===== src/rtl/mm_stage_ctrl_pkg.sv =====
// Shared definitions for the EX->MM stage controller.
// Bus widths and the memory-response tracker state encoding.
package mm_stage_ctrl_pkg;

    localparam int MM_LINE_W    = 160;
    localparam int MM_DATA_W    = 32;
    localparam int MM_EX_BUS_W  = 2 * MM_LINE_W;
    localparam int MM_TO_NEXT_W = 2 * MM_LINE_W + MM_DATA_W;

    typedef enum logic [1:0] {
        MM_IDLE   = 2'd0,
        MM_WAIT   = 2'd1,
        MM_HOLD   = 2'd2,
        MM_CANCEL = 2'd3
    } mm_state_t;

endpackage


===== src/rtl/mm_stage_ctrl_if.sv =====
// EX->MM handshake: lane valids, buses and lane-1 request flag
// from EX (master); allowin and occupancy back from MM (slave).
interface mm_stage_ctrl_if
    import mm_stage_ctrl_pkg::*;
#(
    parameter int LINE_W = MM_LINE_W
);
    logic                  line1_pre_to_now_valid_i;
    logic                  line2_pre_to_now_valid_i;
    logic                  line1_mem_req_i;
    logic [2*LINE_W-1:0]   pre_to_ibus;
    logic                  now_allowin_o;
    logic                  next_stages_valid_o;

    modport master (
        output line1_pre_to_now_valid_i,
        output line2_pre_to_now_valid_i,
        output line1_mem_req_i,
        output pre_to_ibus,
        input  now_allowin_o,
        input  next_stages_valid_o
    );

    modport slave (
        input  line1_pre_to_now_valid_i,
        input  line2_pre_to_now_valid_i,
        input  line1_mem_req_i,
        input  pre_to_ibus,
        output now_allowin_o,
        output next_stages_valid_o
    );

endinterface


===== src/rtl/mm_stage_ctrl_resp_tracker.sv =====
// Data-SRAM response tracker: FSM, read-data buffer and ready_go.
// Ports: clk/rst, flush, captured-request strobe, lane-1 pending, data_ok/rdata, state/ready_go/rdata out.
module mm_resp_tracker
    import mm_stage_ctrl_pkg::*;
#(
    parameter int DATA_W = MM_DATA_W
) (
    input  logic              clk,
    input  logic              rst,
    input  logic              flush_i,
    input  logic              cap_req_i,
    input  logic              l1_pending_i,
    input  logic              next_allowin_i,
    input  logic              data_ok_i,
    input  logic [DATA_W-1:0] rdata_i,
    output mm_state_t         state_o,
    output logic              ready_go_o,
    output logic [DATA_W-1:0] rdata_o
);

    mm_state_t         state;
    mm_state_t         state_nxt;
    logic              buf_load;
    logic [DATA_W-1:0] rdata_buf;

    always_ff @(posedge clk) begin
        if (rst) begin
            state     <= MM_IDLE;
            rdata_buf <= '0;
        end else begin
            state <= state_nxt;
            if (buf_load) begin
                rdata_buf <= rdata_i;
            end
        end
    end

    // cap_req_i already excludes flush cycles, so a release that
    // coincides with a new load capture goes straight back to WAIT.
    always_comb begin
        state_nxt = state;
        buf_load  = 1'b0;
        unique case (state)
            MM_IDLE: begin
                if (cap_req_i) begin
                    state_nxt = MM_WAIT;
                end
            end
            MM_WAIT: begin
                if (flush_i) begin
                    state_nxt = data_ok_i ? MM_IDLE : MM_CANCEL;
                end else if (data_ok_i) begin
                    if (!next_allowin_i) begin
                        state_nxt = MM_HOLD;
                        buf_load  = 1'b1;
                    end else begin
                        state_nxt = cap_req_i ? MM_WAIT : MM_IDLE;
                    end
                end
            end
            MM_HOLD: begin
                if (flush_i) begin
                    state_nxt = MM_IDLE;
                end else if (next_allowin_i) begin
                    state_nxt = cap_req_i ? MM_WAIT : MM_IDLE;
                end
            end
            MM_CANCEL: begin
                // The outstanding response is stale; swallow it.
                if (flush_i || data_ok_i) begin
                    state_nxt = MM_IDLE;
                end
            end
            default: state_nxt = MM_IDLE;
        endcase
    end

    assign state_o    = state;
    assign ready_go_o = !l1_pending_i
                     || (state == MM_HOLD)
                     || (state == MM_WAIT && data_ok_i);
    assign rdata_o    = (state == MM_WAIT && data_ok_i) ? rdata_i : rdata_buf;

endmodule


===== src/rtl/mm_stage_ctrl.sv =====
// Dual-lane EX->MM pipeline register with data-SRAM response hold.
// Ports: clk/rst, EX handshake (ex), downstream allowin/valids, flush, SRAM data_ok/rdata, to_next_obus.
module mm_stage_ctrl
    import mm_stage_ctrl_pkg::*;
#(
    parameter int LINE_W = MM_LINE_W,
    parameter int DATA_W = MM_DATA_W
) (
    input  logic                         clk,
    input  logic                         rst,
    mm_stage_ctrl_if.slave               ex,
    input  logic                         next_allowin_i,
    output logic                         line1_now_to_next_valid_o,
    output logic                         line2_now_to_next_valid_o,
    input  logic                         excep_flush_i,
    input  logic                         data_sram_data_ok_i,
    input  logic [DATA_W-1:0]            data_sram_rdata_i,
    output logic [2*LINE_W+DATA_W-1:0]   to_next_obus
);

    logic              l1_v;
    logic              l2_v;
    logic              l1_req;
    logic [LINE_W-1:0] l1_bus;
    logic [LINE_W-1:0] l2_bus;
    logic              cap;
    logic              cap_req;
    logic              ready_go;
    logic [DATA_W-1:0] rdata;
    mm_state_t         state;

    assign cap     = ex.now_allowin_o && !excep_flush_i;
    assign cap_req = cap && ex.line1_pre_to_now_valid_i && ex.line1_mem_req_i;

    always_ff @(posedge clk) begin
        if (rst) begin
            l1_v   <= 1'b0;
            l2_v   <= 1'b0;
            l1_req <= 1'b0;
            l1_bus <= '0;
            l2_bus <= '0;
        end else if (excep_flush_i) begin
            l1_v <= 1'b0;
            l2_v <= 1'b0;
        end else if (cap) begin
            l1_v <= ex.line1_pre_to_now_valid_i;
            l2_v <= ex.line2_pre_to_now_valid_i;
            if (ex.line1_pre_to_now_valid_i) begin
                l1_bus <= ex.pre_to_ibus[LINE_W-1:0];
                l1_req <= ex.line1_mem_req_i;
            end
            if (ex.line2_pre_to_now_valid_i) begin
                l2_bus <= ex.pre_to_ibus[2*LINE_W-1:LINE_W];
            end
        end
    end

    mm_resp_tracker #(
        .DATA_W (DATA_W)
    ) u_trk (
        .clk            (clk),
        .rst            (rst),
        .flush_i        (excep_flush_i),
        .cap_req_i      (cap_req),
        .l1_pending_i   (l1_v && l1_req),
        .next_allowin_i (next_allowin_i),
        .data_ok_i      (data_sram_data_ok_i),
        .rdata_i        (data_sram_rdata_i),
        .state_o        (state),
        .ready_go_o     (ready_go),
        .rdata_o        (rdata)
    );

    assign ex.now_allowin_o = (state != MM_CANCEL)
                           && (!(l1_v || l2_v) || (ready_go && next_allowin_i));

    // Cancelling still counts as occupied so EX holds off new requests.
    assign ex.next_stages_valid_o = l1_v || l2_v || (state == MM_CANCEL);

    assign line1_now_to_next_valid_o = l1_v && ready_go && !excep_flush_i;
    assign line2_now_to_next_valid_o = l2_v && ready_go && !excep_flush_i;

    assign to_next_obus = {rdata, l2_bus, l1_bus};

endmodule


===== src/flat_wrapper.sv =====
// flat-port wrapper written by rule: the top's interface ports become plain ports
module mm_stage_ctrl_flat import mm_stage_ctrl_pkg::*;
#(
    parameter int LINE_W = MM_LINE_W,
    parameter int DATA_W = MM_DATA_W
)
  (clk, rst, next_allowin_i, line1_now_to_next_valid_o, line2_now_to_next_valid_o, excep_flush_i, data_sram_data_ok_i, data_sram_rdata_i, to_next_obus, ex_line1_pre_to_now_valid_i, ex_line2_pre_to_now_valid_i, ex_line1_mem_req_i, ex_pre_to_ibus, ex_now_allowin_o, ex_next_stages_valid_o);
  mm_stage_ctrl_if #(.LINE_W(LINE_W)) ex_i ();
  input  logic clk;
  input  logic rst;
  input  logic next_allowin_i;
  output logic line1_now_to_next_valid_o;
  output logic line2_now_to_next_valid_o;
  input  logic excep_flush_i;
  input  logic data_sram_data_ok_i;
  input  logic [DATA_W-1:0] data_sram_rdata_i;
  output logic [2*LINE_W+DATA_W-1:0] to_next_obus;
  input wire logic [$bits(ex_i.line1_pre_to_now_valid_i)-1:0] ex_line1_pre_to_now_valid_i;
  input wire logic [$bits(ex_i.line2_pre_to_now_valid_i)-1:0] ex_line2_pre_to_now_valid_i;
  input wire logic [$bits(ex_i.line1_mem_req_i)-1:0] ex_line1_mem_req_i;
  input wire logic [$bits(ex_i.pre_to_ibus)-1:0] ex_pre_to_ibus;
  output wire logic [$bits(ex_i.now_allowin_o)-1:0] ex_now_allowin_o;
  output wire logic [$bits(ex_i.next_stages_valid_o)-1:0] ex_next_stages_valid_o;
  assign ex_i.line1_pre_to_now_valid_i = ex_line1_pre_to_now_valid_i;
  assign ex_i.line2_pre_to_now_valid_i = ex_line2_pre_to_now_valid_i;
  assign ex_i.line1_mem_req_i = ex_line1_mem_req_i;
  assign ex_i.pre_to_ibus = ex_pre_to_ibus;
  assign ex_now_allowin_o = ex_i.now_allowin_o;
  assign ex_next_stages_valid_o = ex_i.next_stages_valid_o;
  mm_stage_ctrl #(.LINE_W(LINE_W), .DATA_W(DATA_W)) u_core (.clk(clk), .rst(rst), .ex(ex_i), .next_allowin_i(next_allowin_i), .line1_now_to_next_valid_o(line1_now_to_next_valid_o), .line2_now_to_next_valid_o(line2_now_to_next_valid_o), .excep_flush_i(excep_flush_i), .data_sram_data_ok_i(data_sram_data_ok_i), .data_sram_rdata_i(data_sram_rdata_i), .to_next_obus(to_next_obus));
endmodule

===== config.mk =====
export PLATFORM = sky130hd
export DESIGN_NAME = mm_stage_ctrl_flat
export DESIGN_NICKNAME = d
export VERILOG_FILES = /design/src/rtl/mm_stage_ctrl_pkg.sv /design/src/rtl/mm_stage_ctrl_if.sv /design/src/rtl/mm_stage_ctrl_resp_tracker.sv /design/src/rtl/mm_stage_ctrl.sv /design/src/flat_wrapper.sv
export SDC_FILE = /design/constraint.sdc
export NUM_CORES = 1
export LEC_CHECK = 0
export CORE_AREA = 4 4 273 275
export CTS_CLUSTER_SIZE = 14
export DETAILED_ROUTE_END_ITERATION = 8
export DIE_AREA = 0 0 277 279
export GPL_TIMING_DRIVEN = 0
export PLACE_DENSITY = 0.46
export RECOVER_POWER = 100
export SYNTH_ARGS = -nofsm -noshare
export SYNTH_HDL_FRONTEND = slang
export SYNTH_SLANG_ARGS = --single-unit

===== constraint.sdc =====
create_clock -name clk -period 2.26 [get_ports clk]
set_input_delay 0.339 -clock clk [delete_from_list [all_inputs] [get_ports clk]]
set_output_delay 0.339 -clock clk [all_outputs]
set_load 0.01 [all_outputs]

==> results.txt <==
Final total power = 16.89 mW
DRC = 0
Worst Max-Slew Pin Slew = 0.8069 ns
Average via count per standard cell = 4.598
DR iter-0 viols = 834
Layout cell share with drive strength beyond 1 = 8.008%
Layout area overhead = 65.30%
Status = finished with violations
Most used cell along the critical path = buf_6
Area contributors post-synth = dfxtp_1, nand2b_1, mux2i_1, o31ai_1, nand4_1
Reg2reg start = u_core.u_trk.state_o[1]
Die height = 279 um
TritonCTS buffer count = 46
Seq cells post-synth = 357
Setup Viol. Count Final = 28
Failing checks = setup timing
CTS tree = done
Setup TNS = -1.197 ns
Worst hold endpoint = u_core.l2_bus[11]
Clock power share = 43.4%
Synth area leader = dfxtp_1
Commonest cells after routing, fill and taps aside = clkdlybuf4s50_1, dfxtp_1, nand2b_1
Die width = 277 um
P per Cell Area = 652.8 mW/mm2
CTS root buf = clkbuf_16
Crit path cell chain = nand3b_1, buf_6, clkbuf_16, mux2_4, buf_6
Startpoint class of the critical path = flip-flop
Clock Path Buffers = 3
Largest net degree at the start of global routing = 12
Row count = 99
Slew margin rel. = 46.21%
Switching Power = 4.513 mW
R2r setup slk = 0.10 ns
Overflow after GRT = 0
CP Data Required Time = 1.92 ns
Vias in the first global route = 16590
Die area = 0.07728 mm2
Routed WL = 77850 um
Worst r2r path cells = 8
Critical Path Sink Type = primary output
Combinational share of power = 16.6%
Crit path DAT = 2.00 ns
Hold_sp = ex_pre_to_ibus[171]
Core area = 0.07234 mm2
RSZ-0062 raised after global routing = true
WL/cell = 22.54 um
First-pass GRT wire length = 112100 um
Cell at the slowest stage of the critical path = dfxtp_4
Yosys warns = 0
Commonest non-fill, non-tap cell in the layout = clkdlybuf4s50_1
Fin crit period = 2.334 ns
Clock-pin slew on the worst setup and hold paths = 0.06 ns
Mapped Cells = 1685
Worst-Skew Late Latency = 0.57 ns
Syn Std Cell Area = 0.01565 mm2
Gpl congestion = 0.8621
Synth cell types = 32
Ratio of final minimum period to clock period = 103.3%
Max-cap violations = 0
Maximum vdd drop = 0.4872 mV
Io pins = 716
Final Slew Violations = 0
Top cell family by delay on the critical path = buffers and inverters
Crit path buf inv count = 3
Nets = 2816
Initial core utilization = 21.63%
Worst hold path class = in -> reg
CTS Sinks = 357
Leak pwr = 10.18 nW
Worst-path maximum fanout = 5
Max Freq = 428.4 MHz
Syn nets = 2045
Hold Violations, Final = 0
Internal cell power = 12.37 mW
DP Wirelength = 60700 um
Initial antenna violation count = 19
Via count = 15880
CP Class = reg -> out
Reg-to-Reg End = u_core.l2_bus[137]
CP peak stage delay = 0.34 ns
Register area share after synthesis = 45.67%
H-tree depth = 2
Avg Inst Size Synth = 9.286 um2
Hold buffers post-CTS = 0
Antenna Nets Post-Route = 0
Sw Ratio = 26.73%
Cells on Worst Hold Path = 3
DRT Pass-1 Iters = 7
Number of port buffers = 714
Sequential power share = 40.0%
Final WS setup = -0.07430 ns
Top cell type's share of synthesized area = 45.67%
GRT Util Overall = 19.01%
Clock Skews = 0.02057 ns
power by group through the flow:
stage / clock (mW) / combinational [mW] / sequential (mW)
after floorplan: 0 / 1.01 / 7.01
after global placement: 0 / 2.88 / 6.90
after detailed placement: 0 / 2.89 / 6.90
after CTS: 7.54 / 2.95 / 6.77
after global routing: 7.77 / 3.02 / 6.79
final: 7.33 / 2.80 / 6.76
worst register-to-register path, cell delays in order (launching register included):
cell	delay [ns]
dfxtp_4	0.34
buf_4	0.15
o311ai_2	0.31
clkinv_1	0.18
and3_1	0.25
clkbuf_2	0.23
buf_6	0.23
buf_6	0.20
mux2i_1	0.14
sequential cells by signal (all words and copies together), names as in the netlist:
signal	count
u_core.l2_bus	160
u_core.u_trk.state_o	2
u_core.u_trk.rdata_buf	32
u_core.l1_v	1
u_core.l2_v	1
u_core.l1_req	1
u_core.l1_bus	160
routing by layer:
layer,track usage [%],up-vias,part of all wire (%)
li1,-,7609,-
met1,20.95,7539,38
met2,33.94,593,50
met3,7.232,123,8.8
met4,5.892,16,2.8
met5,0,-,0.14
logic make-up (layout without fill, tap and decap cells):
kind of cell           count (synthesis)  after routing  synth area share, %
AOI/OAI and AO/OA                    368            368                14.59
other                                  0             10                    0
and+or+nand+nor                      567            567                21.50
muxes                                194            194                12.67
DFF                                  357            357                45.67
buffers and inverters                199            999                5.565
cells in the mapped netlist, drive strengths merged:
cell type and number:
dfxtp 357, nand2b 323, a21oi 195, mux2i 162, nand4 161, o31ai 161
clkbuf 151, nand2 68, buf 43, mux2 32, inv 5, nor3 4
and2 3, nor2 3, a41oi 2, o21ai 2, o21bai 2, a21o 1
a221oi 1, a2bb2oi 1, a31oi 1, and3 1, nand3 1, nand3b 1
nor4 1, o311ai 1, o41ai 1, or2 1
area by class of cell:
class	count	area, um2
antenna	10	25.02
buffer	192	938.4
clock buffer	67	1351
clock inverter	10	108.9
fill	7401	46470
inverter	5	18.77
multi-input combinational	1129	7759
sequential	357	7153
tap	959	1200
timing repair buffer	725	7312
how the worst max path moves through the flow:
stage / from / slack [ns] / depth (start not counted) / endpoint
3_5_place_dp: next_allowin_i / -1.01 / 8 / u_core.l1_bus[11]
5_1_grt: u_core.u_trk.state_o[1] / -0.13 / 5 / to_next_obus[334]
4_1_cts: u_core.u_trk.state_o[0] / -0.13 / 6 / to_next_obus[327]
6_report: u_core.u_trk.state_o[1] / -0.07 / 5 / to_next_obus[320]
3_3_place_gp: next_allowin_i / -1.02 / 8 / u_core.l1_bus[15]
2_1_floorplan: u_core.u_trk.state_o[1] / 0.50 / 3 / to_next_obus[320]
metrics by stage:
step	instance area, um2	util (%)	std cells	setup WS [ns]	hold slack (ns)
CTS	25840	35.72	3446	-0.1339	0.3006
detailed placement	23990	33.17	3358	-1.014	0.4469
global placement	23990	33.17	3358	-1.023	0.4399
global route	25860	35.74	3450	-0.1316	0.3272
floorplan	15650	-	1685	0.5034	0.4329
finish	25870	35.76	3454	-0.07430	0.3330
what timing repair did:
action,4_1_cts,5_1_grt
setup buffers,7,0
pin swaps,1,0
resized for setup,243,27
endpoints found under the setup margin,227,238
cloned,4,0
Note: power is estimated with default switching activity, not from simulation.
